**config.mk**
```make
export PLATFORM = sky130hd
export DESIGN_NAME = decode_issue
export DESIGN_NICKNAME = d
export VERILOG_FILES = /design/src/rtl/decode_issue.sv
export SDC_FILE = /design/constraint.sdc
export NUM_CORES = 1
export LEC_CHECK = 0
export ABC_CLOCK_PERIOD_IN_PS = 5600
export CAP_MARGIN = 20
export CORE_MARGIN = 3
export CORE_UTILIZATION = 30
export CTS_CLUSTER_DIAMETER = 40
export CTS_CLUSTER_SIZE = 10
export DETAILED_ROUTE_END_ITERATION = 7
export PLACE_DENSITY = 0.61
export SLEW_MARGIN = 25
export SYNTH_ARGS = -nofsm -noshare
export SYNTH_HDL_FRONTEND = slang
export SYNTH_SLANG_ARGS = --single-unit
```
**constraint.sdc**
```tcl
create_clock -name clock -period 5.6 [get_ports clock]
set_input_delay 1.68 -clock clock [delete_from_list [all_inputs] [get_ports clock]]
set_output_delay 1.68 -clock clock [all_outputs]
set_load 0.1 [all_outputs]
```
**src/rtl/decode_issue.sv**
```systemverilog
// RV32I decode/issue stage: decodes one fetched instruction per handshake,
// reads regfile operands, and holds the ALU func/operands, control and branch
// target in a single output pipeline entry.
module decode_issue #(
  parameter bit X0_WE_SUPPRESS = 1'b1,
  parameter bit ILLEGAL_AS_NOP = 1'b1
) (
  input  logic        clock,
  input  logic        reset_n,
  input  logic        flush,
  input  logic        in_valid,
  output logic        in_ready,
  input  logic [31:0] in_instr,
  input  logic [31:0] in_pc,
  output logic [4:0]  rs1_addr,
  output logic [4:0]  rs2_addr,
  input  logic [31:0] rs1_data,
  input  logic [31:0] rs2_data,
  output logic        out_valid,
  input  logic        out_ready,
  output logic [3:0]  alu_func,
  output logic [31:0] alu_a,
  output logic [31:0] alu_b,
  output logic [4:0]  rd_addr,
  output logic        rd_we,
  output logic [2:0]  op_class,
  output logic [2:0]  mem_funct3,
  output logic [31:0] store_data,
  output logic [31:0] br_target,
  output logic        illegal
);

  localparam logic [3:0] F_ADD = 4'd0,  F_LT  = 4'd1,  F_LTU = 4'd2,  F_AND = 4'd3;
  localparam logic [3:0] F_OR  = 4'd4,  F_XOR = 4'd5,  F_SLL = 4'd6,  F_SRL = 4'd7;
  localparam logic [3:0] F_SUB = 4'd8,  F_SRA = 4'd9,  F_EQ  = 4'd10, F_NE  = 4'd11;
  localparam logic [3:0] F_GE  = 4'd12, F_GEU = 4'd13;

  localparam logic [2:0] C_ALU = 3'd0, C_BRANCH = 3'd1, C_JAL = 3'd2;
  localparam logic [2:0] C_JALR = 3'd3, C_LOAD = 3'd4, C_STORE = 3'd5;

  localparam logic [6:0] OPC_OPIMM  = 7'b0010011, OPC_OP     = 7'b0110011;
  localparam logic [6:0] OPC_LUI    = 7'b0110111, OPC_AUIPC  = 7'b0010111;
  localparam logic [6:0] OPC_BRANCH = 7'b1100011, OPC_JAL    = 7'b1101111;
  localparam logic [6:0] OPC_JALR   = 7'b1100111, OPC_LOAD   = 7'b0000011;
  localparam logic [6:0] OPC_STORE  = 7'b0100011;

  // ---- stage p0: combinational decode of the presented instruction ----
  logic [6:0]         opc_p0;
  logic [2:0]         f3_p0;
  logic [6:0]         f7_p0;
  logic signed [31:0] imm_i_p0, imm_s_p0, imm_b_p0, imm_u_p0, imm_j_p0;
  logic [3:0]         func_p0;
  logic [31:0]        a_p0, b_p0, sd_p0, tgt_p0;
  logic               we_p0, ill_p0, accept_p0;
  logic [2:0]         cls_p0;

  // ---- stage p1: output entry registers ----
  logic               vld_p1;
  logic [3:0]         func_p1;
  logic [31:0]        a_p1, b_p1, sd_p1, tgt_p1;
  logic [4:0]         rd_p1;
  logic               we_p1, ill_p1;
  logic [2:0]         cls_p1, f3_p1;

  assign opc_p0   = in_instr[6:0];
  assign f3_p0    = in_instr[14:12];
  assign f7_p0    = in_instr[31:25];
  assign rs1_addr = in_instr[19:15];
  assign rs2_addr = in_instr[24:20];

  assign imm_i_p0 = {{20{in_instr[31]}}, in_instr[31:20]};
  assign imm_s_p0 = {{20{in_instr[31]}}, in_instr[31:25], in_instr[11:7]};
  assign imm_b_p0 = {{19{in_instr[31]}}, in_instr[31], in_instr[7], in_instr[30:25],
                     in_instr[11:8], 1'b0};
  assign imm_u_p0 = {in_instr[31:12], 12'b0};
  assign imm_j_p0 = {{11{in_instr[31]}}, in_instr[31], in_instr[19:12], in_instr[20],
                     in_instr[30:21], 1'b0};

  // A new entry may load when the slot is empty or is being consumed.
  assign in_ready  = !vld_p1 || out_ready;
  assign accept_p0 = in_valid && in_ready && !flush;

  // Maps the shared OP/OP-IMM funct3 encoding onto an ALU func code.
  function automatic logic [3:0] alu_of_f3(input logic [2:0] f3, input logic alt);
    logic [3:0] f;
    case (f3)
      3'b000:  f = F_ADD;
      3'b001:  f = F_SLL;
      3'b010:  f = F_LT;
      3'b011:  f = F_LTU;
      3'b100:  f = F_XOR;
      3'b101:  f = alt ? F_SRA : F_SRL;
      3'b110:  f = F_OR;
      default: f = F_AND;
    endcase
    return f;
  endfunction

  // Decode opcode/funct fields into func, operands, class and target.
  always_comb begin
    func_p0 = F_ADD;
    a_p0    = '0;
    b_p0    = '0;
    sd_p0   = '0;
    tgt_p0  = '0;
    we_p0   = 1'b0;
    ill_p0  = 1'b0;
    cls_p0  = C_ALU;
    case (opc_p0)
      OPC_OPIMM: begin
        a_p0  = rs1_data;
        we_p0 = 1'b1;
        if (f3_p0 == 3'b001 || f3_p0 == 3'b101) begin
          b_p0    = {27'b0, in_instr[24:20]};
          func_p0 = alu_of_f3(f3_p0, in_instr[30]);
          if (f3_p0 == 3'b001) ill_p0 = (f7_p0 != 7'b0000000);
          else                 ill_p0 = (f7_p0 != 7'b0000000) && (f7_p0 != 7'b0100000);
        end else begin
          b_p0    = imm_i_p0;
          func_p0 = alu_of_f3(f3_p0, 1'b0);
        end
      end
      OPC_OP: begin
        a_p0    = rs1_data;
        b_p0    = rs2_data;
        we_p0   = 1'b1;
        func_p0 = (f3_p0 == 3'b000) ? (in_instr[30] ? F_SUB : F_ADD)
                                    : alu_of_f3(f3_p0, in_instr[30]);
        ill_p0  = !((f7_p0 == 7'b0000000) ||
                    (f7_p0 == 7'b0100000 && (f3_p0 == 3'b000 || f3_p0 == 3'b101)));
      end
      OPC_LUI: begin
        b_p0  = imm_u_p0;
        we_p0 = 1'b1;
      end
      OPC_AUIPC: begin
        a_p0  = in_pc;
        b_p0  = imm_u_p0;
        we_p0 = 1'b1;
      end
      OPC_BRANCH: begin
        cls_p0 = C_BRANCH;
        a_p0   = rs1_data;
        b_p0   = rs2_data;
        tgt_p0 = 32'($signed(in_pc) + imm_b_p0);
        case (f3_p0)
          3'b000:  func_p0 = F_EQ;
          3'b001:  func_p0 = F_NE;
          3'b100:  func_p0 = F_LT;
          3'b101:  func_p0 = F_GE;
          3'b110:  func_p0 = F_LTU;
          3'b111:  func_p0 = F_GEU;
          default: ill_p0  = 1'b1;
        endcase
      end
      OPC_JAL: begin
        cls_p0 = C_JAL;
        a_p0   = in_pc;
        b_p0   = 32'd4;
        we_p0  = 1'b1;
        tgt_p0 = 32'($signed(in_pc) + imm_j_p0);
      end
      OPC_JALR: begin
        cls_p0 = C_JALR;
        a_p0   = in_pc;
        b_p0   = 32'd4;
        we_p0  = 1'b1;
        tgt_p0 = 32'($signed(rs1_data) + imm_i_p0) & ~32'd1;
      end
      OPC_LOAD: begin
        cls_p0 = C_LOAD;
        a_p0   = rs1_data;
        b_p0   = imm_i_p0;
        we_p0  = 1'b1;
      end
      OPC_STORE: begin
        cls_p0 = C_STORE;
        a_p0   = rs1_data;
        b_p0   = imm_s_p0;
        sd_p0  = rs2_data;
      end
      default: ill_p0 = 1'b1;
    endcase
    // Illegal words still issue, but as a harmless non-writing ADD 0+0.
    if (ill_p0 && ILLEGAL_AS_NOP) begin
      func_p0 = F_ADD;
      a_p0    = '0;
      b_p0    = '0;
      sd_p0   = '0;
      tgt_p0  = '0;
      cls_p0  = C_ALU;
    end
    if (ill_p0) we_p0 = 1'b0;
    if (X0_WE_SUPPRESS && in_instr[11:7] == 5'd0) we_p0 = 1'b0;
  end

  // Output entry: load on accept, drop on consume/flush, otherwise hold.
  always_ff @(posedge clock) begin
    if (!reset_n) begin
      vld_p1  <= 1'b0;
      func_p1 <= '0;
      a_p1    <= '0;
      b_p1    <= '0;
      rd_p1   <= '0;
      we_p1   <= 1'b0;
      cls_p1  <= '0;
      f3_p1   <= '0;
      sd_p1   <= '0;
      tgt_p1  <= '0;
      ill_p1  <= 1'b0;
    end else if (accept_p0) begin
      vld_p1  <= 1'b1;
      func_p1 <= func_p0;
      a_p1    <= a_p0;
      b_p1    <= b_p0;
      rd_p1   <= in_instr[11:7];
      we_p1   <= we_p0;
      cls_p1  <= cls_p0;
      f3_p1   <= f3_p0;
      sd_p1   <= sd_p0;
      tgt_p1  <= tgt_p0;
      ill_p1  <= ill_p0;
    end else if (out_ready || flush) begin
      vld_p1  <= 1'b0;
    end
  end

  assign out_valid  = vld_p1;
  assign alu_func   = func_p1;
  assign alu_a      = a_p1;
  assign alu_b      = b_p1;
  assign rd_addr    = rd_p1;
  assign rd_we      = we_p1;
  assign op_class   = cls_p1;
  assign mem_funct3 = f3_p1;
  assign store_data = sd_p1;
  assign br_target  = tgt_p1;
  assign illegal    = ill_p1;

endmodule

```
* Yosys cells after proc, flatten, opt, wreduce, memory -nomap -nowiden
Cells that the tools add are included.
Cells by class: $add $sub $neg 3, mux-type cells 30, eq/ne operators 18, reductions and logical operators 25
Operator list (number):
- 32-bit 2-to-1 mux | 6
- 32-bit case mux with 6 select lines | 1
- 32-bit case mux with 3 select lines | 1
- 32-bit case mux with 2 select lines | 1
- 4-bit case mux with 6 select lines | 2
- 32-bit by 12-bit adder with 32-bit output | 1
- 32-bit by 13-bit adder with 32-bit output | 1
- 32-bit by 21-bit adder with 32-bit output | 1
- 7-bit by 6-bit equality test with 1-bit output, second input constant | 4
- 4-bit case mux with 7 select lines | 1
- 7-bit equality test, second input constant | 3
- 3-bit case mux with 7 select lines | 1
- 4-bit 2-to-1 mux | 5
- 3-bit case mux with 5 select lines | 1
- 7-bit by 5-bit equality test with 1-bit output, second input constant | 2
- 3-bit equality test, second input constant | 4
- 4-bit case mux with 3 select lines | 1
- 6-bit OR reduction | 2
- 1-bit 2-to-1 mux | 8
- 7-bit by 2-bit equality test with 1-bit output, second input constant | 1
- 7-bit logical NOT | 1
- 7-bit by 6-bit != test with 1-bit output, second input constant | 1
- 7-bit nonzero test | 1
- 7-bit OR reduction | 1
- other kinds (13) | 25
Word-level totals: flip-flop bits (word level) 146, logic and storage cells 87

* Logic depth before layout (Yosys ltp)
Gate-level depths: netlist of run 1.
depth after elaboration 8, gate-level depth with buffers 18

* Worst setup path after synthesis of run 1
OpenSTA, ideal clock, no wires.
kind input to register, from in in_instr[4], to reg tgt_p1[29], in the netlist br_target[29], stages 18, arrival time 5186 ps, path slack 281 ps, library setup time 133 ps, required time 5467 ps, path through nand3b_1 -> nor2_1 -> and2_1 -> clkbuf_1 -> clkbuf_1 -> mux2_2 -> ha_1 -> inv_1 -> fa_1 -> nor2b_1 -> o31ai_1 -> a31o_2 -> a21oi_1 -> a221o_1 -> a311oi_1 -> o21ai_1 -> xnor2_1 -> o211ai_1
On the way: cells in the longest elaborated chain, start to end 4, elaborated cells on any way between the ends 13, classes of those cells eq/ne (9); mux (3); reduce/logical (1)
Ends and longest elaborated chain:
- from (decl) | RTL line 13 | input logic [31:0] in_instr,
- 7-bit by 6-bit equality test with 1-bit output, or another cell as far along | RTL line 109 | case (opc_p0)
- 6-bit OR reduction (no source line)
- 1-bit case mux with 4 select lines | RTL line 109
- 32-bit 2-to-1 mux (*) | RTL line 185 | if (ill_p0 && ILLEGAL_AS_NOP) begin
- to (signal assigned) | RTL line 221 | tgt_p1 <= tgt_p0;
- to (decl) | RTL line 60 | logic [31:0] a_p1, b_p1, sd_p1, tgt_p1;
Mark *: on every way between the ends. The rest lies on a longest branch, timed or not. A chain may end at the register's enable or synchronous reset.

* Worst setup path after layout of run 1
from in in_instr[2], to reg tgt_p1[26], in the netlist br_target[26]
The elaborated chain is that of the path after synthesis.

==> impl_metrics.json, run 1 <==
{
  "cp.arrival_ns": 5.48,
  "cts_hold_buf": 0,
  "stdcell_count": 1928,
  "crit_type": "primary input to register",
  "max_clock_freq_mhz": 194,
  "met1_length_um": 16900,
  "synthCells": 1209,
  "p_int_mw": 2.06,
  "hold-path-endpoint": "mem_funct3[1]$_SDFFE_PN0P_",
  "synthArstFlopShare_pct": 0,
  "wl_um": 40400,
  "antenna_found_initial": 2,
  "drive_gt1_share_pct": 8.25,
  "final_cell_mix": "clkdlybuf4s50_1, dfxtp_1, nand2_1",
  "slew_headroom_pct": 28.1,
  "gp_congestion": 0.901,
  "crit_path_max_fanout": 10,
  "syn_area_per_cell_um2": 8.09,
  "r2r_start": "out_valid$_SDFFE_PN0P_",
  "dp_slack_ns": 0.0228,
  "worstHoldPathType": "register to register",
  "wl_met2_um": 19300,
  "rsz0062_at_grt": "false",
  "regToRegSetupSlack_ns": 2.87,
  "synthesis.nets": 1407,
  "dr.first_iter.drc_count": 641,
  "worstMarginPinSlew_ns": 1.07,
  "cts_max_path_buffers": 2,
  "start_kind": "primary input",
  "synth_area_mm2": 0.00978,
  "postCtsSetupBuffers": 0,
  "area_growth_pct": 41.1,
  "die_x_um": 187,
  "numClockSinks": 146,
  "core_mm2": 0.0318,
  "synth_cell_type_count": 75,
  "start_util_pct": 30.7,
  "ant_nets": 0,
  "fillers": 3216,
  "p_sw_uw": 923,
  "post-route-period-util_pct": 92.1,
  "grt_pass1_wl_um": 61600,
  "clock_skew_ns": 0.00925,
  "ys.flop_type": "dfxtp_1",
  "first_global_vias": 10400,
  "cts_resized": 0,
  "fin_area_mm2": 0.0138,
  "vias": 10300,
  "route.detailed.drc": 0,
  "crit_start": "in_instr[2]",
  "rr_worst_depth": 9,
  "wl_met3_um": 3630,
  "ys_ff_latch": 146,
  "setup_viol": 0,
  "ys_seq_area_share_pct": 29.9,
  "tns_ns": 0,
  "rows": 65,
  "clkLatencyLatePin_ns": 0.44,
  "layout.nets": 1677,
  "slew_violations": 0,
  "top_layer": "met4",
  "dp.cells": 1894,
  "htreeDepth": 4,
  "grt_usage_pct": 22.6,
  "sw_frac_of_total_pct": 30.9,
  "io_buffers": 289,
  "seqPwrFrac_pct": 35.0,
  "ir_worst_vdd_uv": 204,
  "combPwrFrac_pct": 24.6,
  "yosys_warnings": 0,
  "hpwl_um": 30800,
  "status": "completed",
  "post-route-util_pct": 43.4,
  "die_h_um": 187,
  "cts_tree": "built",
  "leakagePower_nw": 5.10,
  "hp-start": "mem_funct3[1]$_SDFFE_PN0P_",
  "dr.pass1.iters": 5,
  "hold_violations": 0,
  "end_kind": "register",
  "cts-root-buf": "clkbuf_16",
  "fin_crit_ns": 5.16,
  "synth_edf_count": 0,
  "setup_ws_ns": 0.444,
  "grt-ovfl-total": 0,
  "worst_ep_required_time_ns": 5.93,
  "viasPerCell": 5.37,
  "post_drt_wl_per_cell_um": 21.0,
  "whs_path_depth": 2,
  "final_common_cell": "clkdlybuf4s50_1",
  "power_density_mw_per_mm2": 216,
  "placed_area_mm2": 0.0132,
  "clkPwrFrac_pct": 40.4,
  "dieArea_mm2": 0.0348,
  "r2r_end": "store_data[13]$_SDFFE_PN0P_",
  "clk_pin_slew_ns": 0.07,
  "grt_max_degree": 126,
  "cts_buffers": 17,
  "io-pin-count": 290,
  "cap_violations": 0
}
-- per-layer routing --
| layer | GRT usage [%] | up-vias |
|---|---|---|
| met3 | 8.13 | 30 |
| met4 | 5.12 | 0 |
| li1 | - | 5005 |
| met1 | 27.2 | 4930 |
| met5 | 0 | - |
| met2 | 38.8 | 381 |
-- power by group through the flow --
stage	Sequential, mW	Combinational, mW	Clock (mW)
CTS	1.04	0.733	1.24
global route	1.04	0.794	1.28
detailed placement	1.07	0.729	0
global placement	1.07	0.727	0
floorplan	1.10	0.417	0
finish	1.04	0.734	1.21
-- layout make-up --
cell class                 instances  area [um2]  area share [%]
clock buffer                      20         447            3.24
sequential                       146        2920            21.2
clock inverter                    11         155            1.12
timing repair buffer             339        3270            23.7
multi-input combinational        959        6390            46.3
antenna                            2        5.00          0.0363
inverter                          16        60.1           0.435
tap                              435         544            3.94
-- metrics by stage --
stage	power [mW]	hold slack [ns]
floorplan	1.51	0.880
detailed placement	1.80	0.460
global placement	1.79	0.455
global route	3.12	0.494
CTS	3.02	0.469
finish	2.99	0.463
-- cells in the mapped netlist, types with 14 or more instances --
cell      number  area [um2]
dfxtp_1      146        2920
nand2_1      128         480
o21ai_0      110         551
a22oi_1       93         698
a21oi_1       74         370
nor2b_1       68         425
and2_1        65         407
ha_1          63         788
clkbuf_1      62         233
nor2_1        36         135
a21o_1        34         255
xor2_1        30         263
xnor2_1       25         219
a221oi_1      22         193
inv_1         16        60.1
nor3_1        15        75.1
nand3_1       14        70.1
-- flip-flops by register name (all words and copies together), names as in the netlist --
name and cells:
alu_a 32, alu_b 32, alu_func 4, br_target 32, illegal 1, mem_funct3 3, op_class 3, out_valid 1
rd_addr 5, rd_we 1, store_data 32
-- worst max path at each step --
stage,end,slack [ns]
floorplan,br_target[29]$_SDFFE_PN0P_,0.28
global placement,br_target[25]$_SDFFE_PN0P_,0.12
detailed placement,br_target[26]$_SDFFE_PN0P_,0.02
CTS,br_target[26]$_SDFFE_PN0P_,0.49
global route,br_target[26]$_SDFFE_PN0P_,0.21
finish,br_target[26]$_SDFFE_PN0P_,0.44
-- cell families (layout without fill, tap and decap cells) --
group | Yosys count | count (layout) | synth area share [%]
simple gates | 388 | 388 | 20.8
flops | 146 | 146 | 29.9
other cells | 0 | 2 | 0
mux | 5 | 5 | 0.576
xor+xnor | 55 | 55 | 4.93
fa+ha+maj | 65 | 65 | 8.47
compound gates | 446 | 446 | 30.6
buf+inv | 104 | 386 | 4.75
-- critical path: stages --
cell and delay, ns:
clkdlybuf4s50_1 0.48, nand3_1 0.10, nor2_1 0.16, and2_1 0.25, buf_4 0.21, mux2_2 0.38
ha_1 0.34, a21oi_1 0.23, o211ai_1 0.14, a211oi_1 0.26, a21oi_1 0.10, buf_4 0.15
a22oi_1 0.31, nand2b_1 0.10, a211oi_1 0.25, nor3_1 0.08, a221o_1 0.27
(Power assumes the default switching activity.)
==> run 2, diff against run 1 <==
- CTS_BUF_LIST: default -> sky130_fd_sc_hd__clkbuf_8
- CTS_CLUSTER_SIZE: 10 -> 8
==> run 2 against run 1 <==
Highest routed layer unchanged. Largest power group is now registers. First-iteration DRC count decreased by 4.7%. Combinational power about the same. Worst setup slack improved by 0.058 ns. Die area unchanged. Core utilization decreased by 0.60 points. Via count decreased by 0.29%. Sequential share of layout area increased by 0.30 points. Critical endpoint unchanged. Flip-flop and latch count unchanged.
==> impl_metrics.json, run 2 (synthesis gave the netlist of run 1 again) <==
{
  "layout.nets": 1677,
  "clkPwrFrac_pct": 33.9,
  "ant_nets": 0,
  "cp.arrival_ns": 5.47,
  "hpwl_um": 30800,
  "route.detailed.drc": 0,
  "use_met2_pct": 38.5,
  "postCtsSetupBuffers": 0,
  "clkLatencyLatePin_ns": 0.48,
  "drive_gt1_share_pct": 8.25,
  "worstMarginPinSlew_ns": 1.08,
  "final_common_cell": "clkdlybuf4s50_1",
  "grt_max_degree": 126,
  "first_global_vias": 10400,
  "grt_busiest_layer": "met2",
  "cap_violations": 0,
  "cts_tree": "built",
  "io-pin-count": 290,
  "multi_input_area_mm2": 0.00639,
  "post-route-period-util_pct": 91.0,
  "area_growth_pct": 39.2,
  "slew_headroom_pct": 28.0,
  "gr-usage-met1_pct": 27.1,
  "use_met3_pct": 8.30,
  "combPwrFrac_pct": 27.4,
  "tns_ns": 0,
  "end_kind": "register",
  "setup_ws_ns": 0.502,
  "r2r_start": "out_valid$_SDFFE_PN0P_",
  "viasPerCell": 5.35,
  "placed_area_mm2": 0.0132,
  "wl_um": 40400,
  "leakagePower_nw": 5.02,
  "max_clock_freq_mhz": 196,
  "crit_path_max_fanout": 10,
  "start_util_pct": 30.7,
  "antenna_found_initial": 2,
  "dp_slack_ns": 0.0228,
  "die_h_um": 187,
  "status": "completed",
  "dp.cells": 1894,
  "dieArea_mm2": 0.0348,
  "crit_type": "primary input to register",
  "power_density_mw_per_mm2": 198,
  "worst_ep_required_time_ns": 5.97,
  "cts-root-buf": "clkbuf_8",
  "ir_worst_vdd_uv": 202,
  "fillers": 3229,
  "setup_viol": 0,
  "cts_buffers": 17,
  "stdcell_count": 1928,
  "post-route-util_pct": 42.8,
  "vias": 10300,
  "post_drt_wl_per_cell_um": 21.0,
  "p_int_mw": 1.80,
  "max_stage_delay_ns": 0.41,
  "clock_skew_ns": 0.0142,
  "worstHoldPathType": "register to register",
  "seqPwrFrac_pct": 38.8,
  "start_kind": "primary input",
  "regArea_mm2": 0.00292,
  "fin_crit_ns": 5.10,
  "cts_max_path_buffers": 2,
  "crit_start": "in_instr[4]",
  "fin_area_mm2": 0.0136,
  "hp-start": "mem_funct3[1]$_SDFFE_PN0P_",
  "grt_pass1_wl_um": 61500,
  "core_mm2": 0.0318,
  "io_buffers": 289,
  "final_cell_mix": "clkdlybuf4s50_1, dfxtp_1, nand2_1",
  "rows": 65,
  "sw_frac_of_total_pct": 33.2,
  "slew_violations": 0,
  "cts_hold_buf": 0,
  "gp_congestion": 0.901,
  "dr.pass1.iters": 5,
  "rsz0062_at_grt": "false",
  "numClockSinks": 146,
  "hold_violations": 0,
  "p_sw_uw": 892,
  "grt-ovfl-total": 0,
  "crit_chain": "clkdlybuf4s50_1, nand3b_1, nor2_1, and2_1, buf_4, mux2_2, ha_1, a21oi_1, o211ai_1, a211oi_1, a21oi_1, buf_4, a22oi_1, nand2b_1, a211oi_1, nor3_1, a221o_1",
  "die_x_um": 187,
  "grt_usage_pct": 22.5,
  "slowest_stage": "clkdlybuf4s50_1",
  "htreeDepth": 4,
  "cts_resized": 0,
  "clk_pin_slew_ns": 0.09,
  "dr.first_iter.drc_count": 611
}
run 2: cell count changes in the layout (fill, tap and decap cells not counted):
cell and delta:
clkbuf_16 -17, inv_1 +2, clkbuf_8 +17, clkbuf_1 -2
run 2: area by class of cell:
class                           instances  share of cell area (%)
Antenna cell                            2                  0.0368
Multi-Input combinational cell        959                    47.0
Clock buffer                           18                    1.82
Inverter                               16                   0.441
Tap cell                              435                    4.00
Clock inverter                         13                    1.20
Timing Repair Buffer                  339                    24.0
Sequential cell                       146                    21.5
run 2: metrics by stage:
stage | power, mW | hold slack [ns]
floorplan | 1.51 | 0.880
global placement | 1.79 | 0.455
detailed placement | 1.80 | 0.460
CTS | 2.72 | 0.472
global route | 2.82 | 0.493
finish | 2.69 | 0.465
run 2: layer usage:
layer | vias to the layer above | share of wire, %
met1 | 4924 | 42
met5 | - | 0
met2 | 369 | 47
met4 | 0 | 1.6
met3 | 28 | 9.3
li1 | 4995 | -
run 2: path summary, 6_finish.rpt:
kind / endpoint / depth (start not counted) / slack [ns]
max: br_target[26]$_SDFFE_PN0P_ / 17 / 0.50
min: mem_funct3[1]$_SDFFE_PN0P_ / 2 / 0.47
max reg2reg: store_data[1]$_SDFFE_PN0P_ / 9 / 2.89
min reg2reg: mem_funct3[1]$_SDFFE_PN0P_ / 2 / 0.47
run 2: worst max-delay path: cells and delay by family:
kind / cells / cell delay, ns
buffers and inverters: 3 / 0.77
multiplexers: 1 / 0.38
AND/OR/NAND/NOR: 5 / 0.75
adder cells (fa/ha/maj): 1 / 0.34
AO/OA/AOI/OAI: 7 / 1.54
run 2: power groups by stage:
| stage | combinational [mW] | clock (mW) | sequential (mW) |
|---|---|---|---|
| final | 0.736 | 0.911 | 1.04 |
| after global routing | 0.794 | 0.984 | 1.04 |
| after CTS | 0.732 | 0.943 | 1.04 |
| after detailed placement | 0.729 | 0 | 1.07 |
| after global placement | 0.727 | 0 | 1.07 |
| after floorplan | 0.417 | 0 | 1.10 |
